## config.mk

```make
export PLATFORM = sky130hd
export DESIGN_NAME = thread_scheduler
export DESIGN_NICKNAME = d
export VERILOG_FILES = /design/src/rtl/thread_scheduler.sv
export SDC_FILE = /design/constraint.sdc
export NUM_CORES = 1
export LEC_CHECK = 0
export CAP_MARGIN = 20
export CORE_MARGIN = 4
export CORE_UTILIZATION = 25
export DETAILED_ROUTE_END_ITERATION = 12
export GPL_TIMING_DRIVEN = 0
export PLACE_DENSITY_LB_ADDON = 0.25
export SLEW_MARGIN = 20
export SYNTH_ARGS = -nofsm -noshare
export SYNTH_HDL_FRONTEND = slang
export SYNTH_SLANG_ARGS = --single-unit
```

## constraint.sdc

```tcl
create_clock -name clk_i -period 1.95 [get_ports clk_i]
set_clock_uncertainty 0.15 [all_clocks]
set_input_delay 0.195 -clock clk_i [delete_from_list [all_inputs] [get_ports clk_i]]
set_output_delay 0.195 -clock clk_i [all_outputs]
set_load 0.005 [all_outputs]
```

## src/rtl/thread_scheduler.sv

```systemverilog
// Fine-grained multithread issue scheduler: each cycle selects one hardware thread,
// either by fixed barrel rotation or by round-robin that skips ineligible threads.
module thread_scheduler #(
    parameter int NUM_THREADS       = 4,
    parameter int INSTMEM_LOG2_DEEP = 8,
    parameter int SKIP_MODE         = 0,
    parameter int TID_W             = $clog2(NUM_THREADS)
) (
    input  logic                                     clk_i,
    input  logic                                     rst_ni,
    input  logic [NUM_THREADS*INSTMEM_LOG2_DEEP-1:0] pc_i,
    input  logic [NUM_THREADS-1:0]                   thread_en_i,
    input  logic [NUM_THREADS-1:0]                   thread_rdy_i,
    input  logic                                     hold_i,
    output logic [TID_W-1:0]                         thread_id_o,
    output logic [INSTMEM_LOG2_DEEP-1:0]             pc_select_o,
    output logic                                     valid_o
);

    localparam int               W        = INSTMEM_LOG2_DEEP;
    localparam logic [TID_W-1:0] LAST_TID = TID_W'(NUM_THREADS - 1);
    localparam logic [TID_W:0]   N_EXT    = (TID_W + 1)'(NUM_THREADS);

    logic [TID_W-1:0]       cur_q, cur_d;
    logic                   vld_q, vld_d;
    logic [NUM_THREADS-1:0] elig;
    logic [W-1:0]           pc_arr [NUM_THREADS];

    assign elig = thread_en_i & thread_rdy_i;

    for (genvar t = 0; t < NUM_THREADS; t++) begin : g_pc
        assign pc_arr[t] = pc_i[t*W +: W];
    end

    // NOTE: every variable written here gets a default first, so no path leaves it unassigned (no latch).
    always_comb begin
        logic [TID_W:0] sum;
        logic           found;
        cur_d = cur_q;
        vld_d = vld_q;
        sum   = '0;
        found = 1'b0;
        if (!hold_i) begin
            if (SKIP_MODE == 0) begin
                cur_d = (cur_q == LAST_TID) ? '0 : cur_q + TID_W'(1);
                vld_d = elig[cur_d];
            end else begin
                vld_d = 1'b0;
                // Candidates cur+1 .. cur+N; the extra bit keeps the sum from wrapping
                // before the modulo-N reduction, which matters for non-power-of-2 N.
                for (int k = 1; k <= NUM_THREADS; k++) begin
                    sum = {1'b0, cur_q} + (TID_W + 1)'(k);
                    if (sum >= N_EXT) begin
                        sum = sum - N_EXT;
                    end
                    if (!found && elig[sum[TID_W-1:0]]) begin
                        found = 1'b1;
                        cur_d = sum[TID_W-1:0];
                        vld_d = 1'b1;
                    end
                end
            end
        end
    end

    // NOTE: state registers use non-blocking assignments so every flop samples pre-edge values.
    always_ff @(posedge clk_i or negedge rst_ni) begin
        if (!rst_ni) begin
            cur_q <= LAST_TID;
            vld_q <= 1'b0;
        end else begin
            cur_q <= cur_d;
            vld_q <= vld_d;
        end
    end

    assign thread_id_o = cur_q;
    assign pc_select_o = pc_arr[cur_q];
    assign valid_o     = vld_q & thread_en_i[cur_q];

endmodule
```

=== Word level (Yosys, flattened, before mapping) ===
Index checks and enable logic that the tools add are counted.
W data, S select, Z words.

* Flip-flop bits (word level): 3
* Input port bits: 43
* Output and inout port bits: 11
* Logic and storage cells: 18

* Add/subtract/negate cells: 1
* Order comparisons: 3
* Equal/unequal tests: 1
* Multiplexer cells: 8
* Bitwise operators: 3

{| class="wikitable"
|+ Operators by type and width
! kind !! number
|-
| $bmux W8 S2 || 1
|-
| $mux W8 || 2
|-
| $lt A2 B3 Y1 const B || 2
|-
| $and A4 B4 Y4 || 1
|-
| $bmux W1 S2 || 2
|-
| $ge A3 B3 Y1 const B || 1
|-
| $not A2 Y3 || 1
|-
| $add A2 B1 Y2 const B || 1
|-
| $eq A2 B2 Y1 const B || 1
|-
| $mux W1 || 2
|-
| $mux W2 || 1
|-
| $and A1 B1 Y1 || 1
|}

=== Depth between registers and ports, before layout ===
* Depth after elaboration: 4
* Depth in mapped cells: 5
* Gate-level depth less buffers: 4

=== Least setup slack after synthesis ===
OpenSTA, ideal clock, no wires.

* Path kind: register to output
* Start point: register cur_q[0], in the netlist thread_id_o[0]
* End point: output port valid_o
* Data arrival time: 1.314 ns
* Required time: 1.605 ns
* Slack: 0.291 ns
* Cell stages (with the launch flop): 4
* Path buffers: 1
* Cell sequence: dfstp_2 buf_6 mux4_2 and2_1

* Word-level cells in the longest chain between the ends: 3

{| class="wikitable"
|+ RTL lines
! item !! line !! text
|-
| from (decl) || 24 || <nowiki>logic [TID_W-1:0] cur_q, cur_d;</nowiki>
|-
| from (signal assigned) || 72 || <nowiki>cur_q <= cur_d;</nowiki>
|-
| $bmux W1 S2 || 79 || <nowiki>assign valid_o = vld_q & thread_en_i[cur_q];</nowiki>
|-
| $mux W1 (implied by the code) || 79 ||
|-
| $and A1 B1 Y1 || 79 ||
|-
| to (decl) || 17 || <nowiki>output logic valid_o</nowiki>
|}

No other way between the ends. The select of a mux whose other input is x is not followed.

=== Worst setup path in the final report ===
Same ends and word-level chain as after synthesis.

==> impl_metrics.toml <==
[global_route]
antenna_found_initial = 0
track_usage = 0.1519
grt_max_degree = 11
grt_pass1_wl_um = 2898
grt.overflow.total = 0
first_global_vias = 596

[flow_run]
cap_violations = 0

[synth]
synth_common_cells = "5 x mux4_2, 4 x mux4_1, 2 x dfstp_2, 2 x nand2_1, 2 x o31ai_1"
synthCells = 29
syn_nets = 73
synth.area.top_cells = "mux4_2 26%, mux4_1 24%, dfstp_2 12%, dfrtp_1 5.7%, buf_12 4.5%"
synth.distinct_cells = 19
seq_area_frac_synth = 0.1761
yosysMostFrequentCell = "mux4_2"
synth_seq_cells = 3
synth_ff_type = "dfstp_2"
syn_area_sq_um = 440.4
yosysWarningCount = 0
synth.top_cell.area_share = 0.2557
synth_top_area_cell = "mux4_2"
synth_edf_count = 0
syn_avg_cell_area_sq_um = 15.19
synthArstFlopShare = 1.000

[die]
start_util = 0.2794
die_h_um = 49.97
die-area_sq_um = 2497
fp.dieW_um = 49.97
rows = 14
io_pins = 54
core_sq_um = 1577

[worst_hold_path]
hp-start = "vld_q"
hp-class = "reg -> reg"

[cells_and_area]
num_antenna_cells = 0
final_area_sq_um = 1037
drive_gt1_frac = 0.3656
final_nets = 138
synthToLayoutAreaGrowth_pct = 135.5

[place]
pre_cts_ws_ns = -0.1652
dp_hpwl_um = 1405
place_area_sq_um = 991.0
place.gp.congestion = 0.6883
portBuffers = 53

[power_and_ir_drop]
p_leak_uw = 0.0004174
fin_total_pwr_uw = 1074
powerDensity_nw_per_um2 = 1035
vdd_drop_max_v = 0.0007965

[sta]
max_freq_mhz = 487.3
finalMaxSlewViolations = 0
holdWs_ns = 0.4811
hold_viol = 0
setup_viol = 6
period_needed_ns = 2.052
worst_slew_pin_slew_ns = 0.2372
fin_crit_sh = 1.052
rsz0062_at_grt = "yes"
setup_slack_ns = -0.1023
max-slew-margin-rel = 0.8414

[critical_path]
path_max_fanout = 4
end_kind = "primary output"
reg2reg_depth = 7
critPathCapture = "valid_o"
required_ns = 1.60
cp-startpoint = "thread_id_o[0]"
arrival_ns = 1.71
r2r_start = "thread_id_o[0]"
worstReg2RegEnd = "vld_q"
crit_type = "reg -> out"
reg2reg_slack_ns = 0.21
cp-start-kind = "flop"

[clock_tree]
cts_buffers = 3
htree_num_levels = 1
cts.sinks = 3
root_buffer = "clkbuf_4"
clk_path_buf_depth = 2
clk_latency_ns = 0.23
cts_tree = "built"
clkTransAtPathRegs_ns = 0.03

[detailed_routing]
drtAntennaViolNets = 0
drt_iter0_drc = 2
drc_errors = 0
wirelength_um = 1756
wl_per_cell_um = 16.11
top_layer = "met4"
wl_met1_um = 678
dr.pass1.iters = 2
viasPerCell = 4.899
wl_met2_um = 896
vias = 534
wl_met3_um = 160

[outcome]
outcome = "finished, violations left"
violations = "negative setup slack"
-- stage by stage --
step / instances / TNS [ns] / util
after floorplan: 29 / 0 / -
final: 109 / -0.1530 / 0.6579
after global routing: 109 / -0.7555 / 0.6579
after global placement: 98 / -1.133 / 0.6286
after CTS: 108 / -0.2193 / 0.6532
after detailed placement: 98 / -1.081 / 0.6286
-- final cells by class --
cell class	instances	area, sq um
tap	16	20.02
clock buffer	4	26.28
multi-input combinational	23	314.1
sequential	3	77.57
buffer	3	36.28
timing repair buffer	60	563.0
fill	138	539.3
-- layer usage --
layer,up-vias,GRT usage
met5,-,0
met4,0,0.05530
met3,2,0.04819
met2,33,0.2775
met1,242,0.1605
li1,257,-
-- power by group --
group | switching, uW | internal [uW]
Combinational | 279 | 559
Sequential | 20.0 | 107
Clock | 31.4 | 76.6
Total | 331 | 743
-- flip-flops by register name, summed over array words and instances (netlist names) --
name	cells
thread_id_o	2
vld_q	1
-- repair_timing --
| item | in CTS | in global routing |
|---|---|---|
| setup endpoints to repair | 9 | 9 |
| endpoints found under the hold margin | 1 | 0 |
| hold buffers | 1 | 0 |
| cloned | 0 | 0 |
| gates resized for setup | 43 | 0 |
| pin swaps | 1 | 0 |
| buffers inserted | 5 | 1 |
-- critical path, cell delays in order (launching register included) --
cell and delay, ns:
dfstp_2 0.53, buf_6 0.13, buf_6 0.09, mux4_2 0.47, and2_4 0.15, buf_6 0.10
-- how the worst min path moves through the flow --
| stage | to | cells after the start | slack (ns) |
|---|---|---|---|
| final | vld_q | 3 | 0.48 |
| after global routing | vld_q | 3 | 0.52 |
| after CTS | vld_q | 3 | 0.48 |
| after detailed placement | vld_q | 1 | 0.24 |
| after global placement | vld_q | 1 | 0.23 |
| after floorplan | vld_q | 0 | -0.25 |
-- cells in the final DEF (no fill, tap or decap) --
master / Yosys / routed
nor3_1: 1 / 1
a21o_1: 1 / 1
nand2b_1: 1 / 1
clkbuf_1: 0 / 1
buf_12: 1 / 2
mux2_2: 1 / 1
nand2_1: 2 / 2
mux4_2: 5 / 9
and2_4: 0 / 1
dlygate4sd3_1: 0 / 1
a2bb2oi_1: 1 / 1
buf_2: 1 / 9
clkdlybuf4s50_1: 0 / 44
clkbuf_4: 0 / 3
o31ai_1: 2 / 2
dfstp_2: 2 / 2
dfrtp_1: 1 / 1
a32o_1: 1 / 1
a2111o_1: 1 / 1
o211ai_1: 1 / 1
ha_1: 1 / 1
buf_4: 0 / 4
buf_6: 1 / 3
-- cell families (layout without fill, tap and decap cells) --
group,after synthesis,after routing,share of synthesized area
adder cells (fa/ha/maj),1,1,0.02840
AND/OR/NAND/NOR,5,5,0.05683
multiplexers,10,10,0.5199
AO/OA/AOI/OAI,7,7,0.1364
buffers and inverters,3,67,0.08238
flip-flops,3,3,0.1761
Note: power is estimated with default switching activity, not from simulation.
